**src/rtl/cmerger_pkg.sv**
```systemverilog
// cmerger_pkg: shared constants and FSM state type for the four-source merger.
package cmerger_pkg;
    localparam int N_SRC     = 4;
    localparam int DELAY_DEF = 2;
    typedef enum logic [1:0] {ST_IDLE, ST_DELAY, ST_WAIT_FREE, ST_RELEASE} state_t;
endpackage

```
**src/rtl/cmerger4_cache_if.sv**
```systemverilog
// cmerger4_cache_if: upstream/downstream handshake bundle; o_overflow exists only with CMERGER4_OVF_DETECT_EN.
interface cmerger4_cache_if #(parameter int DATA_W = 32);
    logic              i_drive0, i_drive1, i_drive2, i_drive3;
    logic [DATA_W-1:0] i_data0, i_data1, i_data2, i_data3;
    logic              o_free0, o_free1, o_free2, o_free3;
    logic              o_fire;
    logic [1:0]        o_grant;
    logic              o_driveNext;
    logic [DATA_W-1:0] o_data;
    logic              i_freeNext;
    logic              o_busy;
`ifdef CMERGER4_OVF_DETECT_EN
    logic              o_overflow;
`endif
    modport slave (
        input  i_drive0, i_drive1, i_drive2, i_drive3,
        input  i_data0, i_data1, i_data2, i_data3, i_freeNext,
        output o_free0, o_free1, o_free2, o_free3,
        output o_fire, o_grant, o_driveNext, o_data, o_busy
`ifdef CMERGER4_OVF_DETECT_EN
        , output o_overflow
`endif
    );
    modport master (
        output i_drive0, i_drive1, i_drive2, i_drive3,
        output i_data0, i_data1, i_data2, i_data3, i_freeNext,
        input  o_free0, o_free1, o_free2, o_free3,
        input  o_fire, o_grant, o_driveNext, o_data, o_busy
`ifdef CMERGER4_OVF_DETECT_EN
        , input o_overflow
`endif
    );
endinterface

```
**src/rtl/cmerger_rr_arb.sv**
```systemverilog
// cmerger_rr_arb: combinational round-robin picker, searching upward from last_grant+1.
module cmerger_rr_arb
    import cmerger_pkg::*;
(
    input  logic [N_SRC-1:0] pending,
    input  logic [1:0]       last_grant,
    output logic [1:0]       grant,
    output logic             any_valid
);
    always_comb begin
        grant     = last_grant;
        any_valid = |pending;
        // Walk from farthest to nearest so the nearest pending source wins.
        for (int k = N_SRC; k >= 1; k--) begin
            if (pending[2'(last_grant + 2'(k))]) grant = 2'(last_grant + 2'(k));
        end
    end
endmodule

```
**src/rtl/cmerger4_cache.sv**
```systemverilog
// cmerger4_cache: merges four pulse-handshake sources onto one downstream stage with round-robin grant.
// Define CMERGER4_OVF_DETECT_EN to add the sticky o_overflow drop indicator.
module cmerger4_cache
    import cmerger_pkg::*;
#(
    parameter int DATA_W = 32,
    parameter int DELAY  = DELAY_DEF
) (
    input logic              clk,
    input logic              rst,
    cmerger4_cache_if.slave  bus
);
    state_t            state, state_nx;
    logic [3:0]        cnt, cnt_nx;
    logic [N_SRC-1:0]  drive, pend, granted, drop;
    logic [DATA_W-1:0] din [N_SRC];
    logic [DATA_W-1:0] payload [N_SRC];
    logic [DATA_W-1:0] data_r;
    logic [1:0]        last_grant, grant_r, pick;
    logic              any_valid, fire;

    assign drive  = {bus.i_drive3, bus.i_drive2, bus.i_drive1, bus.i_drive0};
    assign din[0] = bus.i_data0;
    assign din[1] = bus.i_data1;
    assign din[2] = bus.i_data2;
    assign din[3] = bus.i_data3;

    cmerger_rr_arb u_arb (
        .pending    (pend),
        .last_grant (last_grant),
        .grant      (pick),
        .any_valid  (any_valid)
    );

    assign fire    = (state == ST_IDLE) && any_valid;
    assign granted = fire ? 4'b0001 << pick : 4'b0000;
    // A source being granted this cycle may re-arm; any other busy source drops its drive.
    assign drop    = drive & pend & ~granted;

    always_comb begin
        state_nx = state;
        cnt_nx   = cnt;
        case (state)
            ST_IDLE: begin
                state_nx = any_valid ? ST_DELAY : ST_IDLE;
                cnt_nx   = any_valid ? 4'(DELAY - 1) : cnt;
            end
            ST_DELAY: begin
                state_nx = (cnt == 4'd0) ? ST_WAIT_FREE : ST_DELAY;
                cnt_nx   = (cnt == 4'd0) ? cnt : cnt - 4'd1;
            end
            ST_WAIT_FREE: state_nx = bus.i_freeNext ? ST_RELEASE : ST_WAIT_FREE;
            default:      state_nx = ST_IDLE;
        endcase
        bus.o_fire      = fire;
        bus.o_grant     = fire ? pick : grant_r;
        bus.o_data      = fire ? payload[pick] : data_r;
        bus.o_driveNext = (state == ST_DELAY) && (cnt == 4'd0);
        bus.o_busy      = state != ST_IDLE;
        bus.o_free0     = (state == ST_RELEASE) && (grant_r == 2'd0);
        bus.o_free1     = (state == ST_RELEASE) && (grant_r == 2'd1);
        bus.o_free2     = (state == ST_RELEASE) && (grant_r == 2'd2);
        bus.o_free3     = (state == ST_RELEASE) && (grant_r == 2'd3);
    end

    always_ff @(posedge clk or negedge rst) begin
        if (!rst) begin
            state      <= ST_IDLE;
            cnt        <= 4'd0;
            pend       <= '0;
            payload    <= '{default: '0};
            data_r     <= '0;
            grant_r    <= 2'd0;
            last_grant <= 2'd3;
        end else begin
            state <= state_nx;
            cnt   <= cnt_nx;
            pend  <= (pend & ~granted) | drive;
            for (int i = 0; i < N_SRC; i++) begin
                if (drive[i] && !drop[i]) payload[i] <= din[i];
            end
            if (fire) begin
                last_grant <= pick;
                grant_r    <= pick;
                data_r     <= payload[pick];
            end
        end
    end

`ifdef CMERGER4_OVF_DETECT_EN
    logic ovf;
    always_ff @(posedge clk or negedge rst) begin
        if (!rst) ovf <= 1'b0;
        else      ovf <= ovf | (|drop);
    end
    assign bus.o_overflow = ovf;
`endif
endmodule

```
**src/flat_wrapper.sv**
```systemverilog
// flat-port wrapper written by rule: the top's interface ports become plain ports
module cmerger4_cache_flat import cmerger_pkg::*;
#(
    parameter int DATA_W = 32,
    parameter int DELAY  = DELAY_DEF
)
  (clk, rst, bus_i_drive0, bus_i_drive1, bus_i_drive2, bus_i_drive3, bus_i_data0, bus_i_data1, bus_i_data2, bus_i_data3, bus_i_freeNext, bus_o_free0, bus_o_free1, bus_o_free2, bus_o_free3, bus_o_fire, bus_o_grant, bus_o_driveNext, bus_o_data, bus_o_busy);
  cmerger4_cache_if #(.DATA_W(DATA_W)) bus_i ();
  input logic clk;
  input logic rst;
  input wire logic [$bits(bus_i.i_drive0)-1:0] bus_i_drive0;
  input wire logic [$bits(bus_i.i_drive1)-1:0] bus_i_drive1;
  input wire logic [$bits(bus_i.i_drive2)-1:0] bus_i_drive2;
  input wire logic [$bits(bus_i.i_drive3)-1:0] bus_i_drive3;
  input wire logic [$bits(bus_i.i_data0)-1:0] bus_i_data0;
  input wire logic [$bits(bus_i.i_data1)-1:0] bus_i_data1;
  input wire logic [$bits(bus_i.i_data2)-1:0] bus_i_data2;
  input wire logic [$bits(bus_i.i_data3)-1:0] bus_i_data3;
  input wire logic [$bits(bus_i.i_freeNext)-1:0] bus_i_freeNext;
  output wire logic [$bits(bus_i.o_free0)-1:0] bus_o_free0;
  output wire logic [$bits(bus_i.o_free1)-1:0] bus_o_free1;
  output wire logic [$bits(bus_i.o_free2)-1:0] bus_o_free2;
  output wire logic [$bits(bus_i.o_free3)-1:0] bus_o_free3;
  output wire logic [$bits(bus_i.o_fire)-1:0] bus_o_fire;
  output wire logic [$bits(bus_i.o_grant)-1:0] bus_o_grant;
  output wire logic [$bits(bus_i.o_driveNext)-1:0] bus_o_driveNext;
  output wire logic [$bits(bus_i.o_data)-1:0] bus_o_data;
  output wire logic [$bits(bus_i.o_busy)-1:0] bus_o_busy;
  assign bus_i.i_drive0 = bus_i_drive0;
  assign bus_i.i_drive1 = bus_i_drive1;
  assign bus_i.i_drive2 = bus_i_drive2;
  assign bus_i.i_drive3 = bus_i_drive3;
  assign bus_i.i_data0 = bus_i_data0;
  assign bus_i.i_data1 = bus_i_data1;
  assign bus_i.i_data2 = bus_i_data2;
  assign bus_i.i_data3 = bus_i_data3;
  assign bus_i.i_freeNext = bus_i_freeNext;
  assign bus_o_free0 = bus_i.o_free0;
  assign bus_o_free1 = bus_i.o_free1;
  assign bus_o_free2 = bus_i.o_free2;
  assign bus_o_free3 = bus_i.o_free3;
  assign bus_o_fire = bus_i.o_fire;
  assign bus_o_grant = bus_i.o_grant;
  assign bus_o_driveNext = bus_i.o_driveNext;
  assign bus_o_data = bus_i.o_data;
  assign bus_o_busy = bus_i.o_busy;
  cmerger4_cache #(.DATA_W(DATA_W), .DELAY(DELAY)) u_core (.clk(clk), .rst(rst), .bus(bus_i));
endmodule
```
**config.mk**
```make
export PLATFORM = sky130hd
export DESIGN_NAME = cmerger4_cache_flat
export DESIGN_NICKNAME = d
export VERILOG_FILES = /design/src/rtl/cmerger_pkg.sv /design/src/rtl/cmerger4_cache_if.sv /design/src/rtl/cmerger_rr_arb.sv /design/src/rtl/cmerger4_cache.sv /design/src/flat_wrapper.sv
export SDC_FILE = /design/constraint.sdc
export NUM_CORES = 1
export LEC_CHECK = 0
export ABC_CLOCK_PERIOD_IN_PS = 4700
export CORE_ASPECT_RATIO = 1.2
export CORE_UTILIZATION = 54
export CTS_BUF_LIST = sky130_fd_sc_hd__clkbuf_8 sky130_fd_sc_hd__clkbuf_16
export DETAILED_ROUTE_END_ITERATION = 16
export PLACE_DENSITY = 0.85
export SKIP_LAST_GASP = 1
export SYNTH_ARGS = -nofsm -noshare
export SYNTH_HDL_FRONTEND = slang
export SYNTH_HIERARCHICAL = 1
export SYNTH_SLANG_ARGS = --single-unit
export TNS_END_PERCENT = 10
```
**constraint.sdc**
```tcl
create_clock -name clk -period 4.7 [get_ports clk]
set_clock_uncertainty 0.2 [all_clocks]
set_input_delay 0.705 -clock clk [delete_from_list [all_inputs] [get_ports clk]]
set_output_delay 0.705 -clock clk [all_outputs]
set_load 0.01 [all_outputs]
```
==> results_dict.tcl <==
set metrics [dict create \
    post_synth_num_cell_types 35 \
    hold_ws_ns 0.1573 \
    hold_class "in2async" \
    synth.top_cell.area_share 0.5622 \
    use_met2 0.4934 \
    synth_edf_count 0 \
    busiest_layer "met2" \
    antenna_found_initial 0 \
    clockBufferDepth 2 \
    fin_crit_ns 4.383 \
    fin_crit_sh 0.9325 \
    cts_root_buf "clkbuf_16" \
    syn2layout_area_growth_pct 33.00 \
    cts_setup_buffers 0 \
    drc 0 \
    yosys_register_bits 174 \
    syn_inst 614 \
    place_area_mm2 0.009572 \
    worstPathRequired_ns 3.80 \
    fin_util 0.7368 \
    ys.flop_type "dfrtp_1" \
    grt_max_degree 90 \
    ir_drop_uv 412.6 \
    gr-usage-met1 0.3604 \
    port_buffers 175 \
    wl_um 20190 \
    fin_nets 920 \
    overflow 0 \
    diodes 0 \
    nFillCells 896 \
    grt_pass1_wl_um 32860 \
    vias_per_cell 5.901 \
    run_status "completed" \
    cp-start-kind "register" \
    async_reset_ff_frac 1.000 \
    slew_violations 0 \
    wl_per_cell_um 20.88 \
    path_buf_inv 2 \
    drive_above_1_share 0.2299 \
    r2r-end "u_core/payload[6]" \
    initial_utilization 0.5540 \
    ctsHtreeMaxLevel 4 \
    antenna_left 0 \
    tightestPinTransition_ns 0.8938 \
    fin_area_mm2 0.01018 \
    clkSinkCount 174 \
    worst-path-max-fanout 18 \
    cts_buffers 17 \
    fin_ws_ns 0.3173 \
    reg2reg_depth 6 \
    rrSetupSlack_ns 1.08 \
    grt_pass1_vias 6196 \
    synth_common_cells "175 x nand2_1, 172 x dfrtp_1, 91 x mux2_2" \
    path_clk_slew_ns 0.07 \
    io_pins 176 \
    r2r_start "u_core/last_grant[1]" \
    grt_util_met3 0.05451 \
    die-area_mm2 0.01466 \
    core_mm2 0.01382 \
    rows 47 \
    crit_type "reg2out" \
    fin_total_pwr_mw 8.055 \
    power.density_mw_per_mm2 791.1 \
    hold_violations 0 \
    slowest_stage "dfstp_2" \
    ys_seq_area_frac 0.5690 \
    synth.most_common_cell "nand2_1" \
    drt_iter0_drc 334 \
    p_leak_nw 4.463 \
    fp.dieH_um 132.4 \
    cpMostUsedCell "nand2_1" \
    synth_warnings 6 \
    ctsResizeCount 0 \
    fmax_mhz 228.2 \
    dp_hpwl_um 13710 \
    critPathTopFamily "buffers and inverters" \
    first_pass_iters 5 \
    crit_cells 7 \
    cp.arrival_ns 3.48 \
    holdBufCountCts 0 \
    tritoncts "yes" \
    syn_area_per_cell_um2 12.47 \
    clkLatencyLatePin_ns 0.43 \
    grt_usage 0.2957 \
    grt_setup_unrepaired "no" \
    max_slew_margin 0.4042 \
    synth_area_mm2 0.007656 \
    cp-end-kind "output pin" \
    die_x_um 110.7 \
    drv_cap 0 \
    tns_ns 0 \
    path_cells "nor2b_1, a221o_2, buf_4, mux4_2, nand2_1, nand2_1, clkdlybuf4s50_1" \
    place_congestion 0.8129 \
    slowest_delay_ns 0.61 \
    instances_no_fill 967 \
    setup_violations 0 \
    synth.area.top_cells "dfrtp_1 56%, mux2_2 13%, mux4_2 9.4%" \
    synth_nets 751 \
    pre_cts_ws_ns 0.7952 \
    dpl.cell_count 935 \
    route.vias.total 5706 \
    yosysTopAreaCell "dfrtp_1" \
]
## flip-flops by register name (all words and copies together), names as in the netlist
name / count
u_core/cnt: 4
u_core/data_r: 32
u_core/grant_r: 2
u_core/last_grant: 2
u_core/payload: 128
u_core/pend: 4
u_core/state: 2
## placed cells by master, fill, tap and decap left out, types with 4 or more instances in the layout
cell | synthesis | routed
nand2_1 | 175 | 175
clkdlybuf4s50_1 | 0 | 173
dfrtp_1 | 172 | 172
mux2_2 | 91 | 91
o22ai_1 | 34 | 33
mux4_2 | 32 | 32
clkbuf_16 | 0 | 17
inv_1 | 11 | 13
buf_4 | 0 | 13
o21ai_0 | 7 | 7
nor2_1 | 5 | 5
mux2_1 | 5 | 5
clkinv_2 | 0 | 4
nand2b_1 | 5 | 4
nor3_1 | 4 | 4
## kinds of logic after synthesis
| kind of cell | after synthesis | synth area share |
|---|---|---|
| AO/OA/AOI/OAI | 52 | 0.04527 |
| adder cells (fa/ha/maj) | 2 | 0.003268 |
| buffers and inverters | 51 | 0.03317 |
| flip-flops | 174 | 0.5690 |
| multiplexers | 131 | 0.2393 |
| AND/OR/NAND/NOR | 204 | 0.1100 |
## cell type report
class,count,area [um2],area share
Sequential cell,174,4357,0.4279
Multi-Input combinational cell,389,3074,0.3019
Timing Repair Buffer,190,1886,0.1852
Clock buffer,20,466.7,0.04583
Tap cell,171,214.0,0.02101
Clock inverter,12,143.9,0.01413
Inverter,11,41.29,0.004055
## where the power goes
part,internal [mW],switching [mW],total [mW]
Clock,0.873,0.565,1.44
Sequential,2.26,0.418,2.67
Combinational,2.09,1.85,3.94
## worst register-to-register path: stages (launching register included)
cell and delay (ns):
dfstp_2 0.61, nor2b_1 0.20, a221o_2 0.61, nand4bb_1 0.41
o22ai_4 0.76, buf_4 0.33, mux2_2 0.36
## layer usage
metal / share of wire / wire length (um)
met1: 0.38 / 7690
met2: 0.52 / 10430
met3: 0.062 / 1254
met4: 0.041 / 821
met5: 0 / 0
## worst max path at each step
| stage | from | end | slack (ns) |
|---|---|---|---|
| 4_1_cts | u_core/last_grant[1] | bus_o_data[14] | 0.29 |
| 3_3_place_gp | u_core/last_grant[1] | bus_o_data[2] | 0.90 |
| 6_report | u_core/last_grant[1] | bus_o_data[14] | 0.32 |
| 5_1_grt | u_core/last_grant[1] | bus_o_data[27] | 0.15 |
| 3_5_place_dp | u_core/last_grant[1] | bus_o_data[2] | 0.80 |
| 2_1_floorplan | u_core/last_grant[1] | bus_o_data[10] | 1.80 |
Power figures use the tool's default switching activity.
